### src/rtl/fir_pkg.sv
// Shared constants, saturation-limit helper and stage-1 record type for the
// FIR output requantization path.
package fir_pkg;

    localparam int FIR_DATA_WIDTH = 16;
    localparam int FIR_ACC_WIDTH  = 2 * FIR_DATA_WIDTH;
    localparam int FIR_OUT_WIDTH  = 16;

    typedef struct packed {
        logic signed [63:0] max_v;
        logic signed [63:0] min_v;
    } sat_lim_t;

    typedef struct packed {
        logic [FIR_OUT_WIDTH-1:0] data;
        logic                     valid;
        logic                     sat;
    } stage1_t;

    // Largest and smallest two's-complement values representable in 'width' bits.
    function automatic sat_lim_t sat_limits(input int width);
        sat_lim_t lim;
        lim.max_v = (64'sd1 <<< (width - 1)) - 64'sd1;
        lim.min_v = -(64'sd1 <<< (width - 1));
        return lim;
    endfunction

endpackage

### src/rtl/fir_axis_obuf.sv
// Two-entry AXI4-Stream master buffer for free-running DSP sources: never
// back-pressures the producer, reports a drop when a push hits a full buffer.
module fir_axis_obuf #(
    parameter int W = 16
) (
    input  logic         clk,
    input  logic         reset,
    input  logic         push,
    input  logic [W-1:0] push_data,
    output logic [W-1:0] m_axis_tdata,
    output logic         m_axis_tvalid,
    input  logic         m_axis_tready,
    output logic         drop
);

    logic [W-1:0] mem_r [2];
    logic         rd_ptr_r;
    logic         wr_ptr_r;
    logic [1:0]   count_r;
    logic [1:0]   count_nxt_s;
    logic         pop_s;
    logic         wr_en_s;

    assign m_axis_tvalid = (count_r != 2'd0);
    assign m_axis_tdata  = mem_r[rd_ptr_r];

    // Handshake decode: a pop frees the slot that a simultaneous push may reuse.
    always_comb begin
        pop_s       = (count_r != 2'd0) && m_axis_tready;
        wr_en_s     = push && ((count_r != 2'd2) || pop_s);
        drop        = push && (count_r == 2'd2) && !pop_s;
        count_nxt_s = count_r;
        case ({wr_en_s, pop_s})
            2'b10:   count_nxt_s = count_r + 2'd1;
            2'b01:   count_nxt_s = count_r - 2'd1;
            default: count_nxt_s = count_r;
        endcase
    end

    // Storage, pointers and occupancy.
    always_ff @(posedge clk) begin
        if (reset) begin
            mem_r[0] <= '0;
            mem_r[1] <= '0;
            rd_ptr_r <= 1'b0;
            wr_ptr_r <= 1'b0;
            count_r  <= 2'd0;
        end else begin
            if (wr_en_s) begin
                mem_r[wr_ptr_r] <= push_data;
                wr_ptr_r        <= ~wr_ptr_r;
            end
            if (pop_s) begin
                rd_ptr_r <= ~rd_ptr_r;
            end
            count_r <= count_nxt_s;
        end
    end

endmodule

### src/rtl/fir_out_requant.sv
// FIR output stage: runtime decimation, round/saturate to OUT_WIDTH, AXIS output.
// Optional saturation counter port sat_count enabled by defining FIR_SAT_COUNT_EN.
module fir_out_requant
    import fir_pkg::*;
#(
    parameter int DATA_WIDTH = FIR_DATA_WIDTH,
    parameter int ACC_WIDTH  = 2 * DATA_WIDTH,
    parameter int OUT_WIDTH  = FIR_OUT_WIDTH,
    parameter int SHIFT      = 15,
    parameter int DECIM_MAX  = 16
) (
    input  logic                           clk,
    input  logic                           reset,
    input  logic                           in_valid,
    input  logic [ACC_WIDTH-1:0]           filtered_signal,
    input  logic [$clog2(DECIM_MAX):0]     decim_ratio,
    input  logic                           clear_flags,
    output logic [OUT_WIDTH-1:0]           m_axis_tdata,
    output logic                           m_axis_tvalid,
    input  logic                           m_axis_tready,
    output logic                           sat_flag,
    output logic                           overflow
`ifdef FIR_SAT_COUNT_EN
    ,
    output logic [15:0]                    sat_count
`endif
);

    localparam int RW     = $clog2(DECIM_MAX) + 1;
    localparam int XW     = ACC_WIDTH + 1;
    localparam int RND_SH = (SHIFT > 0) ? SHIFT - 1 : 0;
    localparam logic signed [XW-1:0] RND = (SHIFT > 0) ? (XW'(1'b1) << RND_SH) : XW'(1'b0);
    localparam sat_lim_t LIM = sat_limits(OUT_WIDTH);

    logic [RW-1:0]          phase_r;
    logic [RW-1:0]          ratio_r;
    logic                   load_pend_r;
    logic [RW-1:0]          clamp_s;
    logic [RW-1:0]          cur_ratio_s;
    logic                   wrap_s;
    logic                   keep_s;

    logic signed [XW-1:0]   x_s;
    logic signed [XW-1:0]   y_s;
    logic signed [63:0]     y_wide_s;
    logic [OUT_WIDTH-1:0]   q_data_s;
    logic                   q_sat_s;

    stage1_t                s1_r;
    logic                   drop_s;

    // Ratio clamp; the first cycle after reset adopts the new ratio immediately.
    always_comb begin
        if (decim_ratio == RW'(1'b0)) begin
            clamp_s = RW'(1'b1);
        end else if (decim_ratio > RW'(DECIM_MAX)) begin
            clamp_s = RW'(DECIM_MAX);
        end else begin
            clamp_s = decim_ratio;
        end
        cur_ratio_s = load_pend_r ? clamp_s : ratio_r;
        wrap_s      = (phase_r == (cur_ratio_s - RW'(1'b1)));
        keep_s      = in_valid && (phase_r == RW'(1'b0));
    end

    // Phase counter and ratio latch; the ratio only changes at group boundaries.
    always_ff @(posedge clk) begin
        if (reset) begin
            phase_r     <= RW'(1'b0);
            ratio_r     <= RW'(1'b1);
            load_pend_r <= 1'b1;
        end else begin
            load_pend_r <= 1'b0;
            if (load_pend_r || (in_valid && wrap_s)) begin
                ratio_r <= clamp_s;
            end
            if (in_valid) begin
                phase_r <= wrap_s ? RW'(1'b0) : phase_r + RW'(1'b1);
            end
        end
    end

    // Round half up, arithmetic shift, then clip to the signed output range.
    always_comb begin
        x_s      = {filtered_signal[ACC_WIDTH-1], filtered_signal};
        y_s      = (x_s + RND) >>> SHIFT;
        y_wide_s = {{(64 - XW){y_s[XW-1]}}, y_s};
        if (y_wide_s > LIM.max_v) begin
            q_data_s = LIM.max_v[OUT_WIDTH-1:0];
            q_sat_s  = 1'b1;
        end else if (y_wide_s < LIM.min_v) begin
            q_data_s = LIM.min_v[OUT_WIDTH-1:0];
            q_sat_s  = 1'b1;
        end else begin
            q_data_s = y_s[OUT_WIDTH-1:0];
            q_sat_s  = 1'b0;
        end
    end

    // Stage-1 register holding the kept sample.
    always_ff @(posedge clk) begin
        if (reset) begin
            s1_r <= '0;
        end else begin
            s1_r.data  <= q_data_s;
            s1_r.valid <= keep_s;
            s1_r.sat   <= q_sat_s & keep_s;
        end
    end

    assign sat_flag = s1_r.sat & s1_r.valid;

    fir_axis_obuf #(
        .W(OUT_WIDTH)
    ) u_obuf (
        .clk           (clk),
        .reset         (reset),
        .push          (s1_r.valid),
        .push_data     (s1_r.data),
        .m_axis_tdata  (m_axis_tdata),
        .m_axis_tvalid (m_axis_tvalid),
        .m_axis_tready (m_axis_tready),
        .drop          (drop_s)
    );

    // Sticky overflow; a drop in the same cycle as a clear keeps it set.
    always_ff @(posedge clk) begin
        if (reset) begin
            overflow <= 1'b0;
        end else if (drop_s) begin
            overflow <= 1'b1;
        end else if (clear_flags) begin
            overflow <= 1'b0;
        end
    end

`ifdef FIR_SAT_COUNT_EN
    // Saturating count of sat_flag pulses; clear takes priority over increment.
    always_ff @(posedge clk) begin
        if (reset) begin
            sat_count <= 16'h0000;
        end else if (clear_flags) begin
            sat_count <= 16'h0000;
        end else if (sat_flag && (sat_count != 16'hFFFF)) begin
            sat_count <= sat_count + 16'h0001;
        end
    end
`endif

endmodule

### config.mk
export PLATFORM = sky130hd
export DESIGN_NAME = fir_out_requant
export DESIGN_NICKNAME = d
export VERILOG_FILES = /design/src/rtl/fir_pkg.sv /design/src/rtl/fir_axis_obuf.sv /design/src/rtl/fir_out_requant.sv
export SDC_FILE = /design/constraint.sdc
export NUM_CORES = 1
export LEC_CHECK = 0
export ABC_AREA = 1
export BUFFER_PORTS_ARGS = -buffer_cell sky130_fd_sc_hd__buf_4
export CAP_MARGIN = 25
export CORE_MARGIN = 2
export CORE_UTILIZATION = 60
export DETAILED_ROUTE_END_ITERATION = 12
export GPL_ROUTABILITY_DRIVEN = 0
export PLACE_DENSITY = 0.83
export SLEW_MARGIN = 20
export SYNTH_ARGS = -nofsm -noshare
export SYNTH_HDL_FRONTEND = slang
export SYNTH_HIERARCHICAL = 1
export SYNTH_SLANG_ARGS = --single-unit
### constraint.sdc
create_clock -name clk -period 4.1 [get_ports clk]
set_input_delay 0.205 -clock clk [delete_from_list [all_inputs] [get_ports clk]]
set_output_delay 0.205 -clock clk [all_outputs]
set_load 0.01 [all_outputs]
==> results.md <==
Place:
- After detailed placement, the design holds a cell count of 506.
- The detailed-placement wirelength estimate is 4.59 mm.
- Before CTS, the worst setup slack after placement is 1.81 ns.
- The number of input and output port buffers inserted is 46.
- The placed standard-cell area is 3930 um2.

Pwr:
- Summed over all cells, the static leakage comes to 1.89 nW.
- Power spread over the standard cell area amounts to 368 nW/um2.
- The worst voltage drop across the vdd grid is 0.242 mV.
- The sum of internal, switching and leakage power is 1.51 mW.

Synthesis:
- Of all flip-flops after synthesis, the portion carrying an async set or reset was 0.
- The synthesized netlist cell count is 394.
- The synthesized design contains 32 enable-type register cells.
- The post-synthesis net count is 441.
- The dominant cell by count in the synthesized netlist is sky130_fd_sc_hd__nand2_1.
- By count the netlist is led by 70 x sky130_fd_sc_hd__nand2_1, 61 x sky130_fd_sc_hd__inv_1, 36 x sky130_fd_sc_hd__nor2_1, 35 x sky130_fd_sc_hd__dfxtp_1, 32 x sky130_fd_sc_hd__edfxtp_1.
- Counting flops and latches in the post-synthesis netlist gives 67.
- The post-synthesis average cell area is 9.06 um2.
- Of the post-synthesis cell area, the dominant cell type holds 0.269.
- The portion of the post-synthesis area used by sequential elements is 0.465.
- The Yosys warning count is 6.
- The most frequently used flop master after synthesis is sky130_fd_sc_hd__dfxtp_1.
- The library cell with the largest summed area after synthesis is sky130_fd_sc_hd__edfxtp_1.
- The total standard cell area after synthesis is 3570 um2.
- After synthesis, the netlist uses 39 different library cells.
- Yosys attributes the largest share of cell area to sky130_fd_sc_hd__edfxtp_1 27%, sky130_fd_sc_hd__dfxtp_1 20%, sky130_fd_sc_hd__nand2_1 7.4%.

Detailed routing:
- The iteration count of the initial detailed-routing pass is 4.
- The post-detailed-route wirelength per cell is 11.7 um.
- In the routed design, unresolved DRC markers number 0.
- The detailed router's first-iteration violation count is 139.
- The total routed wirelength is 6.10 mm.
- For this block, the via count after detailed routing is 2,577.
- In the routed layout, each cell is associated on average with a via count of 4.94.
- The count of nets left with antenna violations after detail routing is 0.

STA:
- The sum of negative setup slack is 0 ns.
- The slew at the pin closest to its max-slew limit is 0.717 ns.
- Final hold analysis gives a worst-case slack of 0.0534 ns.
- The final count of negative-setup-slack endpoints is 0.
- The maximum clock rate is 0.430 GHz.
- The final number of hold-violating endpoints came to 0.
- Of the available clock period, the critical path in the final layout requires 0.568.
- The clock arrives with 0.0129 ns of skew.
- Setup repair after global routing left no endpoint under its margin.
- The worst path setup slack after routing is 1.77 ns.
- The worst slew margin relative to its limit is 0.521.
- The number of slew-limit violations in the final report was 0.
- The worst path in the final design needs a cycle of 2.33 ns, including I/O delays and setup.

Floorplan:
- After floorplanning, the core was divided into 28 placement rows.
- The full die area is 6580 um2.
- The total I/O pin count is 61.
- The area inside the core boundary is 5850 um2.
- The chip width is 81.1 um.
- The die boundary height is 81.1 um.
- The initial utilization of the core area, before any placement, comes to 0.610.

Worst setup path:
- Broken down by cell family, the worst path's largest delay share belongs to simple AND/OR/NAND/NOR gates.
- The critical path arrival is 2.57 ns.
- The kind of critical path is register to register.
- Data on the critical path is required at its endpoint by 4.34 ns.
- The maximum cell stage delay along the critical path is 0.41 ns.
- Along the worst path, the maximum fanout reaches 16.
- The kind of start point of the critical path is a register.
- The worst setup path is captured at a register.
- The largest individual stage delay along the critical path comes from the cell sky130_fd_sc_hd__dfxtp_1.
- Walking the worst path, the cells encountered are inv_2 -> nor2_1 -> nand2_1 -> nand2_1 -> inv_1 -> ha_1 -> xor2_1 -> nand3_1 -> nor2_2 -> nand3_2 -> nand2_1 -> inv_1 -> nand3_1 -> inv_1.
- The number of buffers and inverters on the critical path is 4.

Clock network:
- The clock slew at the register clock pins of the worst setup and hold paths is 0.07 ns.
- The CTS tree is built.
- Clock tree synthesis selected as its root buffer the cell sky130_fd_sc_hd__clkbuf_8.
- Post-CTS repair changed the size of 0 cells.
- Counting the buffers created by CTS gives 9.
- Buffers added to address setup during post-CTS repair amount to 0.
- The number of buffers on the longest clock path is 2.
- The later pin in the worst-skew pair is clocked with a latency of 0.34 ns.
- In this run, post-CTS hold repair placed 0 buffers.
- The count of clock tree sinks is 67.
- The clock tree synthesis step divided the H-tree into 3 levels.

Final layout:
- Leaving out filler cells and counting taps, the final layout contains 522.
- The fraction of layout cells with a size suffix above 1 is 0.315.
- The signed area change from the synthesized netlist to the final layout is 14.8%.
- The final instance area is 4100 um2.
- The final net count is 489.
- The number of antenna diodes in the final layout is 0.
- Measured on the finished design, the core utilization comes to 0.701.

GRT:
- The number of global-route vias before repair is 2,386.
- The global-route wire length before repair is 10.0 mm.
- The initial antenna violation count is 0.
- The overflow left after global routing is 0.
- Entering global routing, the biggest net connects 19 pins.
- For this run, the total global-route usage over all layers was measured as 0.200.

Run:
- The max-capacitance violation count is 0.

Run status:
- The run finished with clean final reports.

Min path:
- The classification of the worst-slack hold path is primary input to register.
[logic make-up (layout without fill, tap and decap cells)]
kind of cell / count (synthesis) / in the layout / share of synthesized area
AO/OA/AOI/OAI: 31 / 31 / 0.0575
XOR/XNOR: 17 / 17 / 0.0417
adder cells (fa/ha/maj): 5 / 5 / 0.0175
buffers and inverters: 79 / 132 / 0.0964
flip-flops: 67 / 67 / 0.465
multiplexers: 16 / 16 / 0.0505
AND/OR/NAND/NOR: 179 / 179 / 0.271
[layout make-up]
| type | count | area (um2) |
|---|---|---|
| fill | 454 | 1750 |
| sequential | 67 | 1660 |
| multi-input combinational | 248 | 1570 |
| inverter | 70 | 263 |
| clock buffer | 10 | 128 |
| clock inverter | 6 | 42.5 |
| timing repair buffer | 46 | 345 |
| tap | 75 | 93.8 |
[where the power goes]
group          switching (mW)  internal [mW]  leakage [nW]
combinational           0.148          0.118          1.18
clock                   0.250          0.219        0.0822
sequential             0.0292          0.746         0.622
total                   0.427           1.08          1.89
[registers in the layout (all words and copies together), names as in the netlist, named ones only]
register / flops
load_pend_r: 1
overflow: 1
phase_r: 5
ratio_r: 5
s1_r: 18
u_obuf/count_r: 2
u_obuf/mem_r: 32
u_obuf/rd_ptr_r: 1
u_obuf/wr_ptr_r: 1
[path summary, 6_finish.rpt]
kind | start | end | slack (ns) | cells after the start
worst max-delay path | load_pend_r$_DFF_P_ | phase_r[2]$_SDFFE_PP0P_ | 1.77 | 14
worst min-delay path | reset | load_pend_r$_DFF_P_ | 0.05 | 1
worst max register to register | load_pend_r$_DFF_P_ | phase_r[2]$_SDFFE_PP0P_ | 1.77 | 14
worst min register to register | overflow$_SDFFE_PP0P_ | overflow$_SDFFE_PP0P_ | 0.50 | 2
[cells in the final DEF, fill, tap and decap left out, types with 3 or more instances in the layout]
cell type,instances
sky130_fd_sc_hd__clkbuf_8,9
sky130_fd_sc_hd__edfxtp_1,32
sky130_fd_sc_hd__xor2_1,14
sky130_fd_sc_hd__ha_1,5
sky130_fd_sc_hd__inv_2,7
sky130_fd_sc_hd__dfxtp_1,35
sky130_fd_sc_hd__buf_4,46
sky130_fd_sc_hd__nor2_1,36
sky130_fd_sc_hd__nor2_2,19
sky130_fd_sc_hd__inv_1,61
sky130_fd_sc_hd__nor3_1,4
sky130_fd_sc_hd__nand2_2,3
sky130_fd_sc_hd__o21ai_0,7
sky130_fd_sc_hd__nand3_1,19
sky130_fd_sc_hd__nor2_4,3
sky130_fd_sc_hd__nand3_2,8
sky130_fd_sc_hd__nand2_1,70
sky130_fd_sc_hd__mux2_2,16
sky130_fd_sc_hd__o21ai_2,10
sky130_fd_sc_hd__a21oi_1,9
sky130_fd_sc_hd__xnor2_1,3
sky130_fd_sc_hd__nand4_1,5
[routing by layer]
metal | share of wire | vias up | wire, um | track usage
met1 | 0.45 | 1169 | 2770 | 0.245
met3 | 0.037 | 10 | 226 | 0.0467
met5 | 0 | - | 0 | 0
li1 | - | 1350 | - | -
met2 | 0.49 | 48 | 3020 | 0.340
met4 | 0.015 | 0 | 89 | 0.0797
Power figures use the tool's default switching activity.
